--- src/rtl/multicycle_control.sv ---
// Multicycle MIPS control FSM: instruction decode levels plus per-state strobes.
// Define MULDIV_EN to add the MD wait state and its cycle counter for mult/div.
module multicycle_control #(
  parameter int ADDR_HI_W     = 22,
  parameter int MULDIV_CYCLES = 32
) (
  input  logic                 clock,
  input  logic                 rst_n,
  input  logic [5:0]           Opcode,
  input  logic [5:0]           Function_opcode,
  input  logic [ADDR_HI_W-1:0] ALUResultHigh,
  input  logic                 io_ready,
  output logic                 IRWrite,
  output logic                 PCWrite,
  output logic                 RegWrite,
  output logic                 MemRead,
  output logic                 MemWrite,
  output logic                 IORead,
  output logic                 IOWrite,
  output logic                 write_HI_LO,
  output logic                 RegDST,
  output logic                 ALUSrc,
  output logic                 MemOrIOtoReg,
  output logic                 Branch,
  output logic                 nBranch,
  output logic                 Jmp,
  output logic                 Jal,
  output logic                 Jr,
  output logic                 I_format,
  output logic                 Sftmd,
  output logic [1:0]           ALUOp,
  output logic [1:0]           move_HI_LO,
  output logic [2:0]           state,
  output logic                 busy
);

  typedef enum logic [2:0] {
    S_IF  = 3'd0,
    S_ID  = 3'd1,
    S_EX  = 3'd2,
    S_MEM = 3'd3,
    S_WB  = 3'd4,
    S_MD  = 3'd5,
    S_IOW = 3'd6
  } state_t;

  state_t state_q;

`ifdef MULDIV_EN
  localparam logic [5:0] MD_LOAD = 6'(MULDIV_CYCLES - 1);
  logic [5:0] md_count;
`else
  localparam int unused_muldiv_cycles = MULDIV_CYCLES;
`endif

  logic r_format, lw, sw, mem_op, jump_any, io_sel;
  logic mfhi, mflo, mthilo, muldiv, hilo_class;

  assign r_format   = (Opcode == 6'b000000);
  assign lw         = (Opcode == 6'b100011);
  assign sw         = (Opcode == 6'b101011);
  assign mem_op     = lw | sw;
  assign mfhi       = r_format && (Function_opcode == 6'b010000);
  assign mflo       = r_format && (Function_opcode == 6'b010010);
  assign mthilo     = r_format && ((Function_opcode == 6'b010001) || (Function_opcode == 6'b010011));
  assign muldiv     = r_format && (Function_opcode[5:2] == 4'b0110);
  assign hilo_class = r_format && ((Function_opcode[5:2] == 4'b0100) || (Function_opcode[5:2] == 4'b0110));
  assign io_sel     = &ALUResultHigh;

  assign RegDST       = r_format;
  assign I_format     = (Opcode[5:3] == 3'b001);
  assign ALUSrc       = I_format | mem_op;
  assign MemOrIOtoReg = lw;
  assign Branch       = (Opcode == 6'b000100);
  assign nBranch      = (Opcode == 6'b000101);
  assign Jmp          = (Opcode == 6'b000010);
  assign Jal          = (Opcode == 6'b000011);
  assign Jr           = r_format && (Function_opcode == 6'b001000);
  assign Sftmd        = r_format && (Function_opcode[5:3] == 3'b000);
  assign ALUOp        = {r_format | I_format, Branch | nBranch};
  assign move_HI_LO   = {mfhi, mflo};
  assign jump_any     = Branch | nBranch | Jmp | Jr;

  always_ff @(posedge clock or negedge rst_n) begin
    if (!rst_n) begin
      state_q <= S_IF;
`ifdef MULDIV_EN
      md_count <= 6'd0;
`endif
    end else begin
      case (state_q)
        S_IF: state_q <= S_ID;
        S_ID: state_q <= S_EX;
        S_EX: begin
          if (jump_any)    state_q <= S_IF;
          else if (Jal)    state_q <= S_WB;
          else if (mem_op) state_q <= S_MEM;
          else if (muldiv) begin
`ifdef MULDIV_EN
            state_q  <= S_MD;
            md_count <= MD_LOAD;
`else
            state_q  <= S_IF;
`endif
          end
          else if (mthilo) state_q <= S_IF;
          else             state_q <= S_WB;
        end
        S_MEM: begin
          if (io_sel && !io_ready) state_q <= S_IOW;
          else if (lw)             state_q <= S_WB;
          else                     state_q <= S_IF;
        end
        S_IOW: begin
          if (io_ready) state_q <= lw ? S_WB : S_IF;
        end
        S_WB: state_q <= S_IF;
`ifdef MULDIV_EN
        S_MD: begin
          if (md_count == 6'd0) state_q  <= S_IF;
          else                  md_count <= md_count - 6'd1;
        end
`endif
        default: state_q <= S_IF;
      endcase
    end
  end

  logic ir_w, pc_w, reg_w, mem_r, mem_w, io_r, io_w, hl_w, busy_c;

  always_comb begin
    ir_w   = 1'b0;
    pc_w   = 1'b0;
    reg_w  = 1'b0;
    mem_r  = 1'b0;
    mem_w  = 1'b0;
    io_r   = 1'b0;
    io_w   = 1'b0;
    hl_w   = 1'b0;
    busy_c = 1'b0;
    case (state_q)
      S_IF: ir_w = 1'b1;
      S_EX: begin
        if (jump_any) pc_w = 1'b1;
        else if (!Jal && !mem_op) begin
          if (muldiv) begin
`ifdef MULDIV_EN
            pc_w = 1'b0;
`else
            pc_w = 1'b1;
`endif
          end else if (mthilo) begin
            pc_w = 1'b1;
            hl_w = 1'b1;
          end
        end
      end
      S_MEM: begin
        if (io_sel) begin
          io_r = lw;
          io_w = !lw;
          pc_w = !lw && io_ready;
        end else begin
          mem_r = lw;
          mem_w = !lw;
          pc_w  = !lw;
        end
      end
      S_IOW: begin
        io_r   = lw;
        io_w   = !lw;
        pc_w   = !lw && io_ready;
        busy_c = 1'b1;
      end
      S_WB: begin
        pc_w  = 1'b1;
        reg_w = !(Jr || (hilo_class && !mfhi && !mflo));
      end
`ifdef MULDIV_EN
      S_MD: begin
        busy_c = 1'b1;
        if (md_count == 6'd0) begin
          hl_w = 1'b1;
          pc_w = 1'b1;
        end
      end
`endif
      default: begin
      end
    endcase
  end

  // Gating with rst_n makes reset silence every strobe without waiting for a clock edge
  assign IRWrite     = ir_w   & rst_n;
  assign PCWrite     = pc_w   & rst_n;
  assign RegWrite    = reg_w  & rst_n;
  assign MemRead     = mem_r  & rst_n;
  assign MemWrite    = mem_w  & rst_n;
  assign IORead      = io_r   & rst_n;
  assign IOWrite     = io_w   & rst_n;
  assign write_HI_LO = hl_w   & rst_n;
  assign busy        = busy_c & rst_n;
  assign state       = state_q;

endmodule

--- config.mk ---
export PLATFORM = sky130hd
export DESIGN_NAME = multicycle_control
export DESIGN_NICKNAME = d
export VERILOG_FILES = /design/src/rtl/multicycle_control.sv
export SDC_FILE = /design/constraint.sdc
export NUM_CORES = 1
export LEC_CHECK = 0
export CORE_AREA = 2 2 39 41
export DETAILED_ROUTE_END_ITERATION = 10
export DIE_AREA = 0 0 41 43
export DONT_BUFFER_PORTS = 1
export PLACE_DENSITY = 0.58
export SKIP_CTS_REPAIR_TIMING = 1
export SYNTH_ARGS = -nofsm -noshare
export SYNTH_HDL_FRONTEND = slang
export SYNTH_SLANG_ARGS = --single-unit
--- constraint.sdc ---
create_clock -name clock -period 1.59 [get_ports clock]
set_input_delay 0.159 -clock clock [delete_from_list [all_inputs] [get_ports clock]]
set_output_delay 0.159 -clock clock [all_outputs]
set_load 0.1 [all_outputs]
# ---- Word-level counts from Yosys, hierarchy flattened
# Cells that the tools add are included.
dict set report word_totals {
  out_inout_bits 26
  in_bits 37
  wordCells 92
  register_bits 3
}
dict set report classes {
  n_bitwise 15
  mux 30
  n_reduce_logical 26
  eq_ne 20
}
# op count
set ops {}
lappend ops {{$eq 6x5->1 const B} 4}
lappend ops {{$mux 3} 8}
lappend ops {{$reduce_and 22->1} 1}
lappend ops {{$mux 1} 18}
lappend ops {{$pmux 3 s5} 1}
lappend ops {{$eq 6x2->1 const B} 2}
lappend ops {{$eq 6x3->1 const B} 2}
lappend ops {{$eq 6x6->1 const B} 2}
lappend ops {{$logic_and 1x1->1} 12}
lappend ops {{$and 1x1->1} 9}
lappend ops {{$eq 4x3->1 const B} 2}
lappend ops {{$logic_not 1->1} 7}
lappend ops {{$eq 3x1->1 const B} 2}
lappend ops {{$eq 3x2->1 const B} 2}
lappend ops {{$eq 3x3->1 const B} 2}
lappend ops {{$eq 6x4->1 const B} 1}
lappend ops {{$logic_not 3->1} 2}
lappend ops {{$logic_not 6->1} 1}
lappend ops {{$or 1x1->1} 6}
lappend ops {{$pmux 1 s2} 2}
lappend ops {{$pmux 1 s4} 1}
lappend ops {{$logic_or 1x1->1} 3}
lappend ops {{$ne 2x2->1 const B} 1}

# ---- Depth between registers and ports, before layout
dict set report depth {
  word_depth 9
  ltp_mapped 5
  depth_no_buf 5
}

# ---- Worst setup path before layout
# No wires, ideal clock.
dict set report synth_path {
  path_kind {reg2out}
  start {reg state_q[1] (netlist: state[1])}
  end {out MemRead}
  arrival_ns 4.280
  stages_incl_launch_ff 4
  required_ns 1.431
  slack_ns -2.849
  path_cell_list {dfrtp_1 -> clkbuf_2 -> nand2_1 -> nor4_1}
}
dict set report synth_between {
  elab_chain_cells 3
}
# element line_no
set synth_lines {}
lappend synth_lines {{start: declaration} 47} ;# state_t state_q;
lappend synth_lines {{start signal: assignment} 115} ;# if (io_ready) state_q <= lw ? S_WB : S_IF;
lappend synth_lines {{$eq 3x2->1} 141} ;# case (state_q)
lappend synth_lines {{$mux 1} 141}
lappend synth_lines {{$and 1x1->1} 197} ;# assign MemRead = mem_r & rst_n;
lappend synth_lines {{end: declaration} 16} ;# output logic MemRead,
# No other way between the ends.

# ---- Worst setup path in the final report
dict set report layout_path {
  start {reg state_q[0] (netlist: state[0])}
  end {out write_HI_LO}
}
dict set report layout_between {
  elab_chain_cells 3
}
# element line_no
set layout_lines {}
lappend layout_lines {{$eq 3x2->1} 141}
lappend layout_lines {{$mux 1} 141}
lappend layout_lines {{$and 1x1->1} 201} ;# assign write_HI_LO = hl_w & rst_n;
lappend layout_lines {{end: declaration} 20} ;# output logic write_HI_LO,
# No other way between the ends.

==> summary.md <==
| Metric | Value |
|---|---|
| Maxcap violations | 0 |
| Failing checks | negative setup slack |
| Pins Over Slew Limit | 0 |
| Number of synthesized flops with an enable pin | 0 |
| Vias in the first global route | 854 |
| Syn Area/Cell | 7.00 um2 |
| First-pass GRT wire length | 3530 um |
| Leakage Power | 0.000520 uW |
| Inserted Clock Buffers | 3 |
| Hold Crit Class | primary input to asynchronous set/reset pin |
| Slew HR | between 60% and 70% |
| Setup violators final | 7 |
| DR vias | 978 |
| I/O Pins | 63 |
| Post-synthesis cell count | 84 |
| Die width | 41 um |
| Pwr Total | 1550 uW |
| Max FO, Critical Path | 8 |
| Outcome | finished, violations left |
| CTS root buf | clkbuf_4 |
| First-pass DRT Iterations | 4 |
| RSZ-0062 raised after global routing | true |
| CP startpoint kind | register |
| Register bit total from synthesis | 3 |
| Layout fillers | 33 |
| CTS clk-pin slew, worst paths | approximately 0.050 ns |
| Worst-margin pin slew | between 0.4 and 0.5 ns |
| Fin nets | 159 |
| Largest area contributor in the netlist | dfrtp_1 |
| # diodes | 0 |
| Skew-Pair Late Insertion Delay | 0.24 ns |
| DRT iter0 DRCs | 54 |
| Distinct cells, synth | 34 |
| Synth warnings | 0 |
| VDD IR-drop max | 0.672 mV |
| Largest register FFs | 3 |
| Layout cells sized above 1 | approximately 64% |
| All-Layer GR Usage | 28.9% |
| H-Tree Depth | 1 |
| Crit end category | output port |
| DP Worst Slack | about 0.029 ns |
| Hold Vio Cnt, Final | 0 |
| Die height | between 40 and 50 um |
| Initial Util | between 40% and 50% |
| CP Class | register to output port |
| Critical path data required time | 1.43 ns |
| Via density | 7.14 |
| Cell Area, Synth | between 500 and 600 um2 |
| Crit path arrival time | 1.61 ns |
| Die area | 1760 um2 |
| Post-route ant nets | 0 |
| Sequential share of the synthesized area | 12.8% |
| Clk sinks | 3 |
| Power Density | 1170 nW/um2 |
| Max frequency | 566 MHz |
| Finished Cell Area | 1320 um2 |
| DP Wirelength | around 2000 um |
| Top cells by area, synth | dfrtp_1, nand2_1, nor4_4 |
| Area grow syn2layout | 125% |
| DRC | 0 |
| WL/cell | 25.9 um |
| Gr ovfl total | 0 |
| Initial antenna violation count | 0 |
| Max clock buf depth | 2 |
| Pin count of the biggest net entering global routing | 10 |
| Routability cong. | 0.812 |
| # rows | 14 |
| Synth Flop Type | dfrtp_1 |
| WL final | about 3500 um |
| Final setup margin | -0.177 ns |
| Async SR Flop Fraction | 100% |
| Setup TNS | -0.645 ns |
| Post-synth top area share | 12.8% |
| Minimum clock period | 1.77 ns |
| Net count after synthesis | around 120 |
| Port buffer count | 0 |
| Fin crit share | 111% |
| CTS tree | yes |
| Worst Skew | approximately 0.0053 ns |
| Placed Area | 1240 um2 |
| CORE AREA | 1380 um2 |
report_power, final:
| part | total (uW) | switching (uW) | internal, uW |
|---|---|---|---|
| Combinational | 1170 | 800 | 369 |
| Clock | 146 | 51.0 | 94.8 |
| Sequential | 235 | 102 | 133 |
routing by layer:
metal	GRT usage (%)	vias to the layer above	share of wire, %
met2	52.2	106	50
li1	-	393	-
met1	28.8	444	31
met3	4.71	35	12
met4	14.7	0	7.0
met5	0	-	0
cell type report:
class,count,area [um2],share of cell area [%]
Multi-Input combinational cell,73,659,49.9
Timing Repair Buffer,36,508,38.4
Sequential cell,3,86.3,6.53
Clock buffer,4,26.3,1.99
Inverter,5,22.5,1.70
Tap cell,16,20.0,1.51
logic make-up after synthesis:
group	count (synthesis)	synth area share (%)
simple gates	60	63.0
compound gates	13	17.7
flops	3	12.8
buf+inv	8	6.59
metrics by stage:
stage | util (%) | hold slack [ns] | std cells
2_1_floorplan | - | -0.137 | 84
3_3_place_gp | 89.6 | -0.136 | 128
3_5_place_dp | 89.6 | -0.136 | 128
4_1_cts | 91.5 | -0.394 | 132
5_1_grt | 95.6 | 0.181 | 137
6_report | 95.6 | 0.176 | 137
cells in the final DEF, fill, tap and decap left out, types with 3 or more instances in the layout:
master,Yosys,layout
nor3_4,0,4
clkbuf_4,0,3
nand2_1,12,9
buf_4,2,17
inv_1,5,4
nor2_1,6,5
nor2b_4,0,3
nor4_4,2,4
buf_12,0,16
nand3_1,3,3
dfrtp_4,0,3
or2_2,3,3
nand4_1,5,5
worst max-delay path: stages, from the launching register on:
cell and delay [ns]:
dfrtp_4 0.54, nor2_1 0.21, nand2_1 0.17, nor3_4 0.23, buf_12 0.21
synthesized netlist by cell type, drive strengths merged (2+ instances only):
cell type,count
a31oi,2
buf,2
nand2,12
nor4,5
or2,4
dfrtp,3
nand4b,2
and2,3
nor2b,4
nor3,7
inv,5
nor3b,3
nand4,5
nand3,3
nor2,6
nand2b,2
o21ai,2
path summary, 6_finish.rpt:
| check | cells past startpoint | slack (ns) | endpoint | from |
|---|---|---|---|---|
| worst max-delay path | 4 | -0.18 | write_HI_LO | state[0] |
| worst min register to register | 1 | 0.62 | state[0] | state[1] |
| worst max register to register | 3 | 0.31 | state[2] | state[2] |
| min in group clock | 2 | 0.19 | state[0] | Opcode[4] |
| max in group asynchronous | 1 | 1.24 | state[0] | rst_n |
| worst min-delay path | 1 | 0.18 | state[2] | rst_n |
(Power assumes the default switching activity.)
